===== config.mk =====
export PLATFORM = sky130hd
export DESIGN_NAME = dialer_digit_collector
export DESIGN_NICKNAME = d
export VERILOG_FILES = /design/src/rtl/dialer_digit_collector_pkg.sv /design/src/rtl/debounced_button.sv /design/src/rtl/dialer_digit_collector_pulse_filter.sv /design/src/rtl/dialer_digit_collector.sv
export SDC_FILE = /design/constraint.sdc
export NUM_CORES = 1
export LEC_CHECK = 0
export BUFFER_PORTS_ARGS = -buffer_cell sky130_fd_sc_hd__buf_2
export CAP_MARGIN = 10
export CORE_UTILIZATION = 60
export CTS_BUF_LIST = sky130_fd_sc_hd__clkbuf_16
export DETAILED_ROUTE_END_ITERATION = 10
export GPL_ROUTABILITY_DRIVEN = 0
export GPL_TIMING_DRIVEN = 0
export PLACE_DENSITY = 0.8
export SYNTH_ARGS = -nofsm -noshare
export SYNTH_HDL_FRONTEND = slang
export SYNTH_SLANG_ARGS = --single-unit

===== constraint.sdc =====
create_clock -name CLK -period 4.4 [get_ports CLK]
set_input_delay 0.88 -clock CLK [delete_from_list [all_inputs] [get_ports CLK]]
set_output_delay 0.88 -clock CLK [all_outputs]
set_load 0.01 [all_outputs]

===== src/rtl/dialer_digit_collector_pkg.sv =====
// Shared definitions for the rotary-dialer digit collector.
// Holds the counting-mode selectors, the collector FSM encoding and the
// decimal "ten pulses means zero" code.
package dialer_digit_collector_pkg;

  localparam int MODE_FACT     = 0;   // digit k legal 0..k+1, wraps past k+1
  localparam int MODE_DEC      = 1;   // digit legal 0..9, ten pulses dial a 0
  localparam int DEC_ZERO_CODE = 10;  // raw pulse count that represents "0"

  typedef enum logic [1:0] {
    S_IDLE = 2'd0,  // number complete or nothing dialed yet
    S_DIAL = 2'd1,  // dial off rest, pulses being counted
    S_GAP  = 2'd2   // between digits, inter-digit timeout running
  } state_t;

endpackage


===== src/rtl/debounced_button.sv =====
// Purpose: synchronise and debounce one slow mechanical contact.
// Latency: 2 sync cycles + 2^CNT_MSB stable cycles + 1 before btn_out follows.
// Backpressure: none; free-running level filter.
// Ports: clk, reset (sync, active-high), btn_in (raw async), btn_out (clean level).
module debounced_button #(
  parameter int   CNT_MSB = 19,
  parameter logic RST_VAL = 1'b0
) (
  input  logic clk,
  input  logic reset,
  input  logic btn_in,
  output logic btn_out
);

  logic [1:0]       sync_q, sync_d;
  logic [CNT_MSB:0] cnt_q, cnt_d;
  logic             out_q, out_d;

  always_comb begin
    sync_d = {sync_q[0], btn_in};
    cnt_d  = '0;
    out_d  = out_q;
    // Any cycle where the input agrees with the output restarts the count,
    // so only an uninterrupted run of the new level is accepted.
    if (sync_q[1] != out_q) begin
      if (cnt_q[CNT_MSB]) begin
        out_d = sync_q[1];
      end else begin
        cnt_d = cnt_q + 1'b1;
      end
    end
  end

  always_ff @(posedge clk) begin
    if (reset) begin
      sync_q <= {2{RST_VAL}};
      cnt_q  <= '0;
      out_q  <= RST_VAL;
    end else begin
      sync_q <= sync_d;
      cnt_q  <= cnt_d;
      out_q  <= out_d;
    end
  end

  assign btn_out = out_q;

endmodule


===== src/rtl/dialer_digit_collector_pulse_filter.sv =====
// Purpose: turn the bouncing dial pulse contact into one strobe per real pulse.
// Latency: 2 sync cycles + 1 registered strobe cycle after the contact closes.
// Backpressure: none; strobes are single-cycle and cannot be stalled.
// Ports: clk, reset (sync, active-high), pulse_in (raw async), gap_clr (zero
//        the gap counter), deb_pulse (1-cycle pulse per accepted dial pulse).
module dialer_pulse_filter #(
  parameter int PULSE_MSB = 22,
  parameter int PULSE_DLY = 19
) (
  input  logic clk,
  input  logic reset,
  input  logic pulse_in,
  input  logic gap_clr,
  output logic deb_pulse
);

  logic [1:0]         sync_q, sync_d;
  logic [PULSE_MSB:0] gap_q, gap_d;
  logic               deb_q, deb_d;
  logic               is_real;

  // A closure only counts if the contact was open long enough before it;
  // contact chatter re-closes within the short window and is ignored.
  assign is_real = |gap_q[PULSE_MSB:PULSE_DLY];

  always_comb begin
    sync_d = {sync_q[0], pulse_in};
    gap_d  = gap_q;
    deb_d  = 1'b0;
    if (sync_q[1]) begin
      gap_d = '0;
      deb_d = is_real;
    end else if (!(&gap_q)) begin
      gap_d = gap_q + 1'b1;  // saturate so a long pause never looks short
    end
    if (gap_clr) begin
      gap_d = '0;
    end
  end

  always_ff @(posedge clk) begin
    if (reset) begin
      sync_q <= '0;
      gap_q  <= '0;
      deb_q  <= 1'b0;
    end else begin
      sync_q <= sync_d;
      gap_q  <= gap_d;
      deb_q  <= deb_d;
    end
  end

  assign deb_pulse = deb_q;

endmodule


===== src/rtl/dialer_digit_collector.sv =====
// Purpose: rotary-dialer front end; debounces rest/pulse contacts and collects N_DIGITS digits.
// Latency: commit strobe 1 cycle after the debounced rest contact closes.
// Backpressure: none; consumer must take digit_strobe/digit_value when presented.
// Ports: CLK, reset (sync, active-high), clear (start new number),
//        dialer_in_rest / dialer_pulses (raw contacts), all_dialed, n_dialed,
//        digits (digit k at [k*DIG_W +: DIG_W]), digit_strobe, digit_value,
//        range_err (sticky), deb_pulses (accepted pulse strobe).
module dialer_digit_collector
  import dialer_digit_collector_pkg::*;
#(
  parameter int N_DIGITS     = 7,
  parameter int DIG_W        = 4,
  parameter int MODE         = 0,
  parameter int REST_DEB_MSB = 19,
  parameter int PULSE_MSB    = 22,
  parameter int PULSE_DLY    = 19,
  parameter int TIMEOUT_MSB  = 27,
  localparam int NW          = $clog2(N_DIGITS + 1)
) (
  input  logic                      CLK,
  input  logic                      reset,
  input  logic                      clear,
  input  logic                      dialer_in_rest,
  input  logic                      dialer_pulses,
  output logic                      all_dialed,
  output logic [NW-1:0]             n_dialed,
  output logic [N_DIGITS*DIG_W-1:0] digits,
  output logic                      digit_strobe,
  output logic [DIG_W-1:0]          digit_value,
  output logic                      range_err,
  output logic                      deb_pulses
);

  logic rest_deb;
  logic deb_pulse;
  logic gap_clr;

  // The debounced rest level resets to "off rest": a dial already turning at
  // reset then produces no falling edge, and its return to rest lands in
  // S_IDLE where it is ignored instead of committing a half-counted digit.
  debounced_button #(
    .CNT_MSB (REST_DEB_MSB),
    .RST_VAL (1'b0)
  ) u_rest_deb (
    .clk     (CLK),
    .reset   (reset),
    .btn_in  (dialer_in_rest),
    .btn_out (rest_deb)
  );

  dialer_pulse_filter #(
    .PULSE_MSB (PULSE_MSB),
    .PULSE_DLY (PULSE_DLY)
  ) u_pulse (
    .clk       (CLK),
    .reset     (reset),
    .pulse_in  (dialer_pulses),
    .gap_clr   (gap_clr),
    .deb_pulse (deb_pulse)
  );

  state_t             state_q, state_d;
  logic               rest_prev_q, rest_prev_d;
  logic [NW-1:0]      n_q, n_d;
  logic [DIG_W-1:0]   dig_q [N_DIGITS];
  logic [DIG_W-1:0]   dig_d [N_DIGITS];
  logic               strobe_q, strobe_d;
  logic [DIG_W-1:0]   value_q, value_d;
  logic               err_q, err_d;
  logic               all_q, all_d;
  logic [TIMEOUT_MSB:0] tmo_q, tmo_d;

  logic               rest_fall, rest_rise, n_full;
  logic [DIG_W-1:0]   cur_dig, inc_dig, commit_val;
  logic               inc_err;
  logic               wr_en;
  logic [DIG_W-1:0]   wr_val;

  assign rest_fall = rest_prev_q & ~rest_deb;
  assign rest_rise = ~rest_prev_q & rest_deb;
  assign n_full    = (n_q == NW'(N_DIGITS));

  // Digit currently being dialed; reads as 0 once every slot is used.
  always_comb begin
    cur_dig = '0;
    for (int k = 0; k < N_DIGITS; k++) begin
      if (n_q == NW'(k)) cur_dig = dig_q[k];
    end
  end

  // Value after one more pulse, and whether that pulse is out of range.
  always_comb begin
    inc_dig    = cur_dig + 1'b1;
    inc_err    = 1'b0;
    commit_val = cur_dig;
    if (MODE == MODE_FACT) begin
      if (cur_dig > DIG_W'(n_q)) begin
        inc_dig = '0;
        inc_err = 1'b1;
      end
    end else begin
      if (cur_dig >= DIG_W'(DEC_ZERO_CODE)) begin
        inc_dig = cur_dig;
        inc_err = 1'b1;
      end
      if (cur_dig == DIG_W'(DEC_ZERO_CODE)) commit_val = '0;
    end
  end

  always_comb begin
    state_d     = state_q;
    rest_prev_d = rest_deb;
    n_d         = n_q;
    dig_d       = dig_q;
    strobe_d    = 1'b0;
    value_d     = value_q;
    err_d       = err_q;
    tmo_d       = tmo_q;
    gap_clr     = 1'b0;
    wr_en       = 1'b0;
    wr_val      = '0;

    case (state_q)
      S_IDLE: begin
        if (rest_fall && !n_full) begin
          state_d = S_DIAL;
          wr_en   = 1'b1;
          gap_clr = 1'b1;
        end
      end
      S_DIAL: begin
        // A pulse landing in the very cycle the dial returns to rest is
        // mechanically impossible, so the commit simply takes priority.
        if (rest_rise) begin
          state_d  = S_GAP;
          strobe_d = 1'b1;
          value_d  = commit_val;
          wr_en    = 1'b1;
          wr_val   = commit_val;
          n_d      = n_q + 1'b1;
          tmo_d    = '0;
        end else if (deb_pulse) begin
          wr_en  = 1'b1;
          wr_val = inc_dig;
          if (inc_err) err_d = 1'b1;
        end
      end
      S_GAP: begin
        tmo_d = tmo_q + 1'b1;
        if (n_full || tmo_q[TIMEOUT_MSB]) begin
          state_d = S_IDLE;
        end else if (rest_fall) begin
          state_d = S_DIAL;
          wr_en   = 1'b1;
          gap_clr = 1'b1;
        end
      end
      default: state_d = S_IDLE;
    endcase

    if (wr_en) begin
      for (int k = 0; k < N_DIGITS; k++) begin
        if (n_q == NW'(k)) dig_d[k] = wr_val;
      end
    end

    // clear overrides everything above, including a commit in this cycle.
    if (clear) begin
      n_d      = '0;
      err_d    = 1'b0;
      strobe_d = 1'b0;
      tmo_d    = '0;
      for (int k = 0; k < N_DIGITS; k++) dig_d[k] = '0;
      if (rest_deb) begin
        state_d = S_IDLE;
        gap_clr = 1'b0;
      end else begin
        state_d = S_DIAL;
        gap_clr = 1'b1;
      end
    end

    all_d = (state_d == S_IDLE);
  end

  always_ff @(posedge CLK) begin
    if (reset) begin
      state_q     <= S_IDLE;
      rest_prev_q <= 1'b0;
      n_q         <= '0;
      for (int k = 0; k < N_DIGITS; k++) dig_q[k] <= '0;
      strobe_q    <= 1'b0;
      value_q     <= '0;
      err_q       <= 1'b0;
      all_q       <= 1'b1;
      tmo_q       <= '0;
    end else begin
      state_q     <= state_d;
      rest_prev_q <= rest_prev_d;
      n_q         <= n_d;
      dig_q       <= dig_d;
      strobe_q    <= strobe_d;
      value_q     <= value_d;
      err_q       <= err_d;
      all_q       <= all_d;
      tmo_q       <= tmo_d;
    end
  end

  always_comb begin
    digits = '0;
    for (int k = 0; k < N_DIGITS; k++) begin
      digits[k*DIG_W +: DIG_W] = dig_q[k];
    end
  end

  assign all_dialed   = all_q;
  assign n_dialed     = n_q;
  assign digit_strobe = strobe_q;
  assign digit_value  = value_q;
  assign range_err    = err_q;
  assign deb_pulses   = deb_pulse;

endmodule


==> impl_metrics.env <==
export IMPL_dpl_hpwl_um=9250
export IMPL_antenna_found_initial=0
export IMPL_p_per_area_mw_per_mm2=370
export IMPL_rsz0062_at_grt="false"
export IMPL_stdcell_area_mm2=0.00673
export IMPL_cts_tree="yes"
export IMPL_synth_edf_count=0
export IMPL_register_area_mm2=0.00236
export IMPL_crit_path_max_fanout=10
export IMPL_grt_pass1_vias=4795
export IMPL_cap_violations=0
export IMPL_drt_initial_drc_count=357
export IMPL_m1WireLength_um=5960
export IMPL_io_pins=44
export IMPL_insertion_delay_ps=410
export IMPL_final_util_pct=72.5
export IMPL_synthFlopType="dfxtp_1"
export IMPL_clock_skew_ps=12.8
export IMPL_final_hold_viol_count=0
export IMPL_detailedRoute_firstPassIterationCount=8
export IMPL_cts_num_sinks=118
export IMPL_fin_crit_ps=3970
export IMPL_slowest_delay_ps=700
export IMPL_drive_above_1_share_pct=16.3
export IMPL_critPathSlowestCell="a41oi_1"
export IMPL_syn_area_mm2=0.00577
export IMPL_crit_path_end_kind="register"
export IMPL_leakage_nw=2.51
export IMPL_switching_share_pct=21.1
export IMPL_synthCells=666
export IMPL_worst_pin_slew_ps=875
export IMPL_core_area_mm2=0.00928
export IMPL_fp_dieH_um=100
export IMPL_overflow=0
export IMPL_final_common_cell="dfxtp_1"
export IMPL_drv_slew=0
export IMPL_dieArea_mm2=0.0100
export IMPL_p_int_mw=1.97
export IMPL_max_freq_ghz=0.252
export IMPL_grt_usage_pct=28.5
export IMPL_failed_checks="DRC"
export IMPL_areaGrowthSynthToFinish_pct=16.7
export IMPL_clockRootBuffer="clkbuf_16"
export IMPL_initial_core_util_pct=62.1
export IMPL_postCtsSetupBuffers=0
export IMPL_synth_fp_nets=684
export IMPL_final_setup_viol_count=0
export IMPL_fin_setup_tns_ps=0
export IMPL_via_per_inst=5.87
export IMPL_pwr_share_clk_pct=55.5
export IMPL_ctsResizeCount=0
export IMPL_syn_area_per_cell_um2=8.66
export IMPL_diodes=0
export IMPL_core_rowCount=35
export IMPL_path_class="register to register"
export IMPL_cp_top_family="compound AO/OA/AOI/OAI gates"
export IMPL_ant_nets=0
export IMPL_top_layer_used="met4"
export IMPL_synth_cell_type_count=68
export IMPL_routed_wirelength_um=13600
export IMPL_dieWidth_um=100
export IMPL_route_met3_wl_um=808
export IMPL_multiInputGateArea_mm2=0.00303
export IMPL_htreeDepth=4
export IMPL_yosysWarnings=0
export IMPL_outcome="finished, violations left"
export IMPL_grt_max_degree=17
export IMPL_synthArstFlopShare_pct=0
export IMPL_clk_path_buf_depth=2
export IMPL_route_met2_wl_um=6570
export IMPL_layout_common_cells="dfxtp_1 (118), nor2_1 (74), nand2_1 (67), a21oi_1 (53), buf_2 (48)"
export IMPL_cp_arrival_ps=4230
export IMPL_drt_drc_violations_left=1
export IMPL_critPathBufInv=3
export IMPL_start_kind="register"
export IMPL_hold_buffers=0
export IMPL_crit_chain="clkbuf_8 > inv_1 > ha_1 > clkbuf_8 > a22oi_1 > o211ai_1 > a32o_1 > ha_1 > nor2b_1 > o21ai_0 > a32oi_1 > nor3_1 > a41oi_1 > a21oi_1"
export IMPL_dpl_cell_area_mm2=0.00614
export IMPL_path_clk_slew_ps=50
export IMPL_p_sw_uw=525
export IMPL_fillerInstances=730
export IMPL_synth_seq_cells=118
export IMPL_vias=5107
export IMPL_slew_headroom_pct=41.1
export IMPL_seq_power_share_pct=43.2
export IMPL_combPwrFrac_pct=1.4
export IMPL_portBuffers=43
export IMPL_grt_pass1_wl_um=22600
export IMPL_dp_cells=838
export IMPL_crit_required_ps=4660
export IMPL_fin_cells=870
export IMPL_wl_per_cell_um=15.7
export IMPL_fin_crit_sh_pct=90.2
export IMPL_cts_inserted_buffers=17
export IMPL_nNetsFinal=746
export IMPL_hp_class="register to register"
export IMPL_vdd_ir_drop_max_v=0.000296
export IMPL_synth_seq_area_share_pct=41.0
-- layout make-up --
class                      count  share of cell area [%]
tap                          129                    2.40
clock buffer                  17                    6.32
sequential                   118                    35.1
timing repair buffer          43                    3.20
clock inverter                15                    2.42
inverter                      16                   0.892
multi-input combinational    495                    45.0
buffer                        37                    4.70
-- kinds of logic (layout without fill, tap and decap cells) --
family | count (synthesis) | count (layout) | synth area share, %
and+or+nand+nor | 295 | 295 | 26.4
AOI/OAI and AO/OA | 144 | 144 | 16.5
DFF | 118 | 118 | 41.0
buffers and inverters | 53 | 128 | 6.53
xor gates and xnor gates | 36 | 36 | 5.47
adders and majority gates | 13 | 13 | 2.82
muxes | 7 | 7 | 1.32
-- final timing paths --
path,startpoint,endpoint,slack [ps],cells after the start
worst max-delay path,n_dialed[2],digits[3],430,14
worst min-delay path,u_pulse.sync_q[0],u_pulse.sync_q[1],460,1
worst max register to register,n_dialed[2],digits[3],430,14
worst min register to register,u_pulse.sync_q[0],u_pulse.sync_q[1],460,1
-- cell usage after synthesis, types with 6 or more instances --
master | count | area, um2
nand3_1 | 33 | 165
nor4_1 | 8 | 50.1
o21ai_0 | 35 | 175
and4_1 | 10 | 87.6
nand2_1 | 67 | 251
dfxtp_1 | 118 | 2360
nor2b_1 | 13 | 81.3
clkbuf_8 | 8 | 110
or2_2 | 8 | 50.1
a21oi_1 | 53 | 265
nor3_1 | 10 | 50.1
or3_1 | 10 | 62.6
and3_1 | 17 | 106
clkbuf_1 | 13 | 48.8
xor2_1 | 24 | 210
o211ai_1 | 8 | 60.1
ha_1 | 13 | 163
a211oi_1 | 6 | 45.0
inv_1 | 16 | 60.1
nor2_1 | 74 | 278
nand4_1 | 18 | 113
xnor2_1 | 12 | 105
-- per-layer routing --
metal | global-route usage (%) | up-vias
met5 | 0 | -
met4 | 9.81 | 0
met3 | 6.55 | 28
met2 | 48.9 | 180
met1 | 35.2 | 2404
li1 | - | 2495
-- power by group through the flow --
stage	sequential [mW]	clock (mW)	combinational [mW]
after floorplan	1.10	0	0.0222
after global placement	1.10	0	0.0331
after detailed placement	1.10	0	0.0342
after CTS	1.08	1.39	0.0342
after global routing	1.08	1.44	0.0382
final	1.08	1.38	0.0339
-- through the flow --
step / worst slack, ps / total power, mW / hold slack [ps]
2_1_floorplan: 1170 / 1.12 / 414
3_3_place_gp: 780 / 1.13 / 420
3_5_place_dp: 639 / 1.13 / 432
4_1_cts: 528 / 2.50 / 466
5_1_grt: 266 / 2.55 / 473
6_report: 431 / 2.49 / 457
-- worst reg2reg max path: stages, from the launching register on --
cell	delay [ps]
dfxtp_1	400
clkbuf_8	190
inv_1	160
ha_1	270
clkbuf_8	180
a22oi_1	190
o211ai_1	160
a32o_1	330
ha_1	310
nor2b_1	120
o21ai_0	90
a32oi_1	370
nor3_1	180
a41oi_1	700
a21oi_1	180
-- state kept, by name, summed over array words and instances (netlist names) --
signal,cells
all_dialed,1
digit_strobe,1
digit_value,4
digits,28
n_dialed,3
range_err,1
rest_prev_q,1
state_q,2
tmo_q,28
u_pulse.deb_pulse,1
u_pulse.gap_q,23
u_pulse.sync_q,2
u_rest_deb.btn_out,1
u_rest_deb.cnt_q,20
u_rest_deb.sync_q,2
(Power assumes the default switching activity.)
